===== src/rtl/uart_tx_frame.sv =====
// UART frame transmitter: start bit, 8 data bits LSB first, parity bit, stop bit.
// The serial line and all status outputs come straight from flops.
module uart_tx_frame #(
  parameter int CLKS_PER_BIT = 434,
  parameter bit PARITY_ODD   = 1'b1
) (
  input  logic       clk,
  input  logic       reset,
  input  logic [7:0] DataToTransmit,
  input  logic       Transmit,
  output logic       SerialOutputTx,
  output logic       TxBusy,
  output logic       TxDone
);

  localparam int CW = (CLKS_PER_BIT > 1) ? $clog2(CLKS_PER_BIT) : 1;
  localparam logic [CW-1:0] LAST_CNT = CW'(CLKS_PER_BIT - 1);
  localparam logic [CW-1:0] ZERO_CNT = CW'(0);
  localparam logic [CW-1:0] ONE_CNT  = CW'(1);

  localparam logic [2:0] IDLE   = 3'd0;
  localparam logic [2:0] START  = 3'd1;
  localparam logic [2:0] DATA   = 3'd2;
  localparam logic [2:0] PARITY = 3'd3;
  localparam logic [2:0] STOP   = 3'd4;

  // Odd parity sets the bit when the byte holds an even number of ones.
  function automatic logic frame_parity(input logic [7:0] d, input logic odd);
    return (^d) ^ odd;
  endfunction

  logic [2:0]    state, state_nx;
  logic [CW-1:0] baud_cnt, cnt_nx;
  logic [2:0]    bit_idx, idx_nx;
  logic [2:0]    idx_inc;
  logic [7:0]    shift, shift_nx;
  logic          parity_bit, parity_nx;
  logic          line_nx, busy_nx, done_nx;
  logic          bit_end;

  assign bit_end = (baud_cnt == LAST_CNT);
  assign idx_inc = bit_idx + 3'd1;

  // Next-state, next-line and status computation for the frame FSM.
  always_comb begin
    state_nx  = state;
    cnt_nx    = baud_cnt;
    idx_nx    = bit_idx;
    shift_nx  = shift;
    parity_nx = parity_bit;
    line_nx   = SerialOutputTx;
    busy_nx   = TxBusy;
    done_nx   = 1'b0;
    case (state)
      IDLE: begin
        cnt_nx = ZERO_CNT;
        idx_nx = 3'd0;
        if (Transmit) begin
          shift_nx  = DataToTransmit;
          parity_nx = frame_parity(DataToTransmit, PARITY_ODD);
          state_nx  = START;
          busy_nx   = 1'b1;
          line_nx   = 1'b0;
        end else begin
          busy_nx   = 1'b0;
          line_nx   = 1'b1;
        end
      end
      START: begin
        if (bit_end) begin
          cnt_nx   = ZERO_CNT;
          idx_nx   = 3'd0;
          state_nx = DATA;
          line_nx  = shift[0];
        end else begin
          cnt_nx   = baud_cnt + ONE_CNT;
          line_nx  = 1'b0;
        end
      end
      DATA: begin
        if (bit_end) begin
          cnt_nx = ZERO_CNT;
          if (bit_idx == 3'd7) begin
            idx_nx   = 3'd0;
            state_nx = PARITY;
            line_nx  = parity_bit;
          end else begin
            idx_nx   = idx_inc;
            line_nx  = shift[idx_inc];
          end
        end else begin
          cnt_nx  = baud_cnt + ONE_CNT;
          line_nx = shift[bit_idx];
        end
      end
      PARITY: begin
        if (bit_end) begin
          cnt_nx   = ZERO_CNT;
          state_nx = STOP;
          line_nx  = 1'b1;
        end else begin
          cnt_nx   = baud_cnt + ONE_CNT;
          line_nx  = parity_bit;
        end
      end
      STOP: begin
        line_nx = 1'b1;
        if (bit_end) begin
          cnt_nx   = ZERO_CNT;
          state_nx = IDLE;
          busy_nx  = 1'b0;
          done_nx  = 1'b1;
        end else begin
          cnt_nx   = baud_cnt + ONE_CNT;
        end
      end
      default: begin
        state_nx = IDLE;
        cnt_nx   = ZERO_CNT;
        idx_nx   = 3'd0;
        line_nx  = 1'b1;
        busy_nx  = 1'b0;
      end
    endcase
  end

  // State and output registers; reset aborts any frame with the line high.
  always_ff @(posedge clk or posedge reset) begin
    if (reset) begin
      state          <= IDLE;
      baud_cnt       <= ZERO_CNT;
      bit_idx        <= 3'd0;
      shift          <= 8'h00;
      parity_bit     <= 1'b0;
      SerialOutputTx <= 1'b1;
      TxBusy         <= 1'b0;
      TxDone         <= 1'b0;
    end else begin
      state          <= state_nx;
      baud_cnt       <= cnt_nx;
      bit_idx        <= idx_nx;
      shift          <= shift_nx;
      parity_bit     <= parity_nx;
      SerialOutputTx <= line_nx;
      TxBusy         <= busy_nx;
      TxDone         <= done_nx;
    end
  end

endmodule


===== config.mk =====
export PLATFORM = sky130hd
export DESIGN_NAME = uart_tx_frame
export DESIGN_NICKNAME = d
export VERILOG_FILES = /design/src/rtl/uart_tx_frame.sv
export SDC_FILE = /design/constraint.sdc
export NUM_CORES = 1
export LEC_CHECK = 0
export ABC_AREA = 1
export CAP_MARGIN = 20
export CORE_MARGIN = 5
export CORE_UTILIZATION = 61
export CTS_CLUSTER_DIAMETER = 100
export DETAILED_ROUTE_END_ITERATION = 8
export PLACE_DENSITY = 0.88
export SYNTH_ARGS = -nofsm -noshare
export SYNTH_HDL_FRONTEND = slang
export SYNTH_SLANG_ARGS = --single-unit

===== constraint.sdc =====
create_clock -name clk -period 1.9 [get_ports clk]
set_input_delay 0.19 -clock clk [delete_from_list [all_inputs] [get_ports clk]]
set_output_delay 0.19 -clock clk [all_outputs]
set_load 0.005 [all_outputs]

# After elaboration in Yosys (flattened, before gate mapping)
# Index checks and enable logic that the tools add are counted.
[word_totals]
ff_bits = 27
input_bits = 11
out_inout_bits = 3
wordCells = 63
[classes]
addsub = 2
order_cmp = 2
n_eq_ne = 12
mux = 27
bitwise = 3
n_reduce_logical = 9
[op_table]
columns = ["operator", "n"]
rows = [
  ["two-way mux 3 bit", 8],
  ["two-way mux 9 bit", 2],
  ["one-hot mux 3 bit (5 select lines)", 1],
  ["!= test 2 bit, second input constant", 6],
  ["two-way mux 1 bit", 11],
  ["adder 9 x 1 -> 9 bit, second input constant", 1],
  ["== test 9 bit, second input constant", 1],
  ["one-hot mux 3 bit (3 select lines)", 1],
  ["less-than comparator 3 x 4 -> 1 bit, second input constant", 2],
  ["parity 8 bit", 1],
  ["binary-select mux 1 bit (select 3 bit)", 2],
  ["== test 3 x 2 -> 1 bit, second input constant", 2],
  ["== test 3 bit, second input constant", 2],
  ["AND reduction 6 bit", 1],
  ["one-hot mux 1 bit (4 select lines)", 1],
  ["AND reduction 2 bit", 2],
  ["OR reduction 4 bit", 1],
  ["adder 3 x 1 -> 3 bit, second input constant", 1],
  ["== test 3 x 1 -> 1 bit, second input constant", 1],
  ["logical NOT 3 bit", 1],
  ["NOT 1 bit", 3],
  ["one-hot mux 1 bit (3 select lines)", 1],
  ["AND reduction 3 bit", 1],
  ["OR reduction 3 bit", 1],
  ["OR reduction 2 bit", 1],
]

# Logic depth before layout (Yosys ltp)
[logic_depth]
ltp_word = 6
mapped_depth = 10
ltp_nobuf = 10

# Least setup slack after synthesis
# OpenSTA, ideal clock, no wires.
[synth_timing]
kind = "flip-flop to flip-flop"
startpoint = "reg baud_cnt[1]"
endpoint = "reg state[1]"
setup_time_ps = 118
arrival_ps = 1203
required_ps = 1782
setup_slack_ps = 579
stages_incl_launch_ff = 10
n_path_buf = 0
synth_period_minus_slack_ps = 1321
path_cell_list = "dfrtp_1 -> inv_1 -> ha_1 -> nand2_1 -> nor3_2 -> nand2_2 -> nand2_4 -> nand3_4 -> nand2_1 -> o21ai_2"
[synth_between]
elab_chain_len = 3
word_cells_on_any_way = 6
classes_between = "eq/ne: 5; reduce/logical: 1"
[synth_rtl]
columns = ["item", "line_no", "text"]
rows = [
  ["from (decl)", "33", "logic [CW-1:0] baud_cnt, cnt_nx;"],
  ["from (signal assigned)", "140", "baud_cnt <= cnt_nx;"],
  ["== test 9 bit *", "41", "assign bit_end = (baud_cnt == LAST_CNT);"],
  ["!= test 2 bit (no line)", "n/a", ""],
  ["AND reduction 6 bit (no line) *", "n/a", ""],
  ["to (signal assigned)", "139", "state <= state_nx;"],
  ["to (decl)", "32", "logic [2:0] state, state_nx;"],
]
# Every way passes the cells marked *; elsewhere a longest branch is shown, timed or not.
# A chain may end at the register's enable or synchronous reset.

# Worst setup path in the final report
[layout_timing]
startpoint = "reg SerialOutputTx"
endpoint = "out SerialOutputTx"
[layout_lines]
columns = ["item", "line_no", "text"]
rows = [
  ["from (decl)", "11", "output logic SerialOutputTx,"],
  ["from (signal assigned)", "144", "SerialOutputTx <= line_nx;"],
]
# No word-level cell between the ends.

==> flow_summary_export.csv <==
group,metric,value,unit
floorplan,start_util,0.638,
cells_and_area,fillers,192,
timing,whs,0.197,ns
timing,timing.setup.tns,0,ns
timing,maxSlewViolCount,0,
setup_path,crit_required,1.71,ns
cts,cts_tree,"built",
global_route,grt_pass1_vias,1235,
worst_hold_path,hold_path.class,"in -> async",
timing,fin_crit,1.56,ns
global_route,grt_remaining_overflow,0,
logic_synthesis,synthXorXnorAreaFrac,0.0504,
setup_path,path_buf_inv,1,
route,vias,1294,
logic_synthesis,synth_top_family_by_area,"simple AND/OR/NAND/NOR gates",
setup_path,end_kind,"output pin",
logic_synthesis,synth-simple-area-share,0.325,
place,gp_congestion,0.890,
floorplan,die_h,60.7,um
timing,worst_pin_slew,0.339,ns
floorplan,ioPinCount,14,
timing,clock.fmax,0.640,GHz
cells_and_area,drive_above_1_share,0.103,
status,status,"complete, no violations",
global_route,antenna_found_initial,0,
cells_and_area,mostFrequentLayoutCells,"49 x nand2_1, 26 x dfrtp_1, 25 x inv_1, 23 x nand3_1, 19 x nor2_1",
floorplan,die-area,3680,sq um
logic_synthesis,ys_ff_latch,27,
floorplan,core_area,2450,sq um
logic_synthesis,synth_top_area_frac,0.416,
cells_and_area,design_area,1760,sq um
cts,post_cts_buffers,0,
cts,htree_levels,1,
setup_path,crit_arrival,1.37,ns
cts,cts_hold_buffers,0,
setup_path,start_kind,"flip-flop",
route,routedWlPerCell,12.9,um
route,ant_nets,0,
cts,cts_inserted_buffers,3,
cts,clock_latency,0.33,ns
logic_synthesis,synth.area.top_cells,"dfrtp_1 42%, nand2_1 12%, nand3_1 7.4%",
logic_synthesis,muxShareOfSynthArea,0,
setup_path,path_class,"reg -> out",
place,placed_area,1730,sq um
setup_path,crit_fanout,1,
logic_synthesis,syn_inst,196,
logic_synthesis,yosysUniqueCellTypes,28,
floorplan,dieWidth,60.7,um
timing,setup_viol,0,
timing,timing.final.crit_share,0.823,
route,drc,0,
place,numPortBuffers,13,
setup_path,crit_family,"flip-flops",
place,dp_cells,239,
route,firstDrtPassIters,4,
setup_path,cpPeakStageDelay,0.55,ns
flow_run,max-cap-violations,0,
timing,rsz0062_at_grt,"false",
power,p_leak,0.799,nW
power,pwr_density_cell,536,nW/um^2
cells_and_area,num-nets-final,229,
floorplan,core.rowCount,18,
global_route,track_usage,0.194,
logic_synthesis,synth_area,1570,sq um
logic_synthesis,syn_avg_cell_area,7.99,sq um
setup_path,cp_cell_sequence,"clkdlybuf4s50_1",
setup_path,worst-path-stages,1,
cells_and_area,final_common_cell,"nand2_1",
cts,path_clk_slew,0.14,ns
logic_synthesis,synth-main-ff-cell,"dfrtp_1",
cells_and_area,areaGrowthSynthToFinish,12.3,%
place,hpwl,2470,um
setup_path,worst_r2r_path_depth,7,
timing,skew,0.00701,ns
logic_synthesis,seq_area_frac_synth,0.432,
logic_synthesis,yosysTopAreaCell,"dfrtp_1",
cts,cts_resized,0,
cts,cts_root_buf,"clkbuf_4",
logic_synthesis,synthAdderAreaFrac,0.0320,
logic_synthesis,syn-num-nets,211,
global_route,grt_pass1_wl,5220,um
route,drt_iter0_markers,73,
global_route,grt_max_degree,28,
route,wl,3140,um
cts,clock_sinks,27,
logic_synthesis,synth_warnings,0,
timing,relSlewSlack,0.774,
route,vias_per_cell,5.33,
logic_synthesis,async_flop_share,1.00,
logic_synthesis,synth-compound-area-share,0.0855,
cells_and_area,antenna_cells,0,
cts,max-clock-path-buffers,2,
power,ir_drop,438,uV
logic_synthesis,synth_edf_count,0,
cells_and_area,stdcell_count,243,
setup_path,slowest_stage,"dfstp_2",
timing,hold_viol_final,0,
## layout make-up
cell class / count / area, sq um / area share
clock buffers: 4 / 26.3 / 0.0149
repair buffers: 15 / 145 / 0.0826
multi-input cells: 140 / 771 / 0.438
inverters: 27 / 101 / 0.0577
flip-flops and latches: 27 / 677 / 0.385
well taps: 30 / 37.5 / 0.0214
## worst paths after layout
| path | startpoint | endpoint | slack [ns] |
|---|---|---|---|
| max | SerialOutputTx$_DFF_PP1_ | SerialOutputTx | 0.34 |
| min | reset | shift[7]$_DFFE_PP0P_ | 0.20 |
| max reg2reg | bit_idx[0]$_DFFE_PP0P_ | SerialOutputTx$_DFF_PP1_ | 0.36 |
| min reg2reg | baud_cnt[0]$_DFF_PP0_ | baud_cnt[0]$_DFF_PP0_ | 0.51 |
| max in group asynchronous | reset | SerialOutputTx$_DFF_PP1_ | 1.41 |
| min in group clk | DataToTransmit[2] | shift[2]$_DFFE_PP0P_ | 0.44 |
## synth_stat cells (3+ instances only)
library cell / instances
nor2_1: 19
xnor2_1: 6
ha_1: 4
dfrtp_1: 26
nand2_1: 49
nand2_2: 3
xor2_1: 3
nand3_1: 23
inv_1: 25
o21ai_0: 11
a21oi_1: 4
## power by group
part           internal, mW  switching [mW]  leakage, nW
registers             0.589          0.0106        0.328
logic                0.0473          0.0490        0.456
clock network        0.0825           0.165       0.0150
## per-layer routing
layer  GRT usage  vias up  wire [um]
met1       0.233      603       1350
li1            -      658          -
met2       0.342       26       1630
met3      0.0468        7        107
met5           0        -          0
met4      0.0619        0         55
## stage by stage
| step | utilization | power (mW) | setup slack [ns] |
|---|---|---|---|
| after floorplan | - | 0.666 | 0.579 |
| after global placement | 0.705 | 0.702 | 0.455 |
| after detailed placement | 0.705 | 0.706 | 0.416 |
| after CTS | 0.716 | 0.954 | 0.327 |
| after global routing | 0.716 | 0.993 | 0.250 |
| final | 0.716 | 0.943 | 0.337 |
## state kept, by name, summed over array words and instances (netlist names)
name,cells
SerialOutputTx,1
state,3
TxBusy,1
parity_bit,1
TxDone,1
bit_idx,3
baud_cnt,9
shift,8
## cell families (layout without fill, tap and decap cells)
family / after synthesis / in the layout
xor gates and xnor gates: 9 / 9
buffers and inverters: 29 / 46
DFF: 27 / 27
AOI/OAI and AO/OA: 21 / 21
adders and majority gates: 4 / 4
and+or+nand+nor: 106 / 106
No activity file was read; power rests on OpenSTA's default activity.
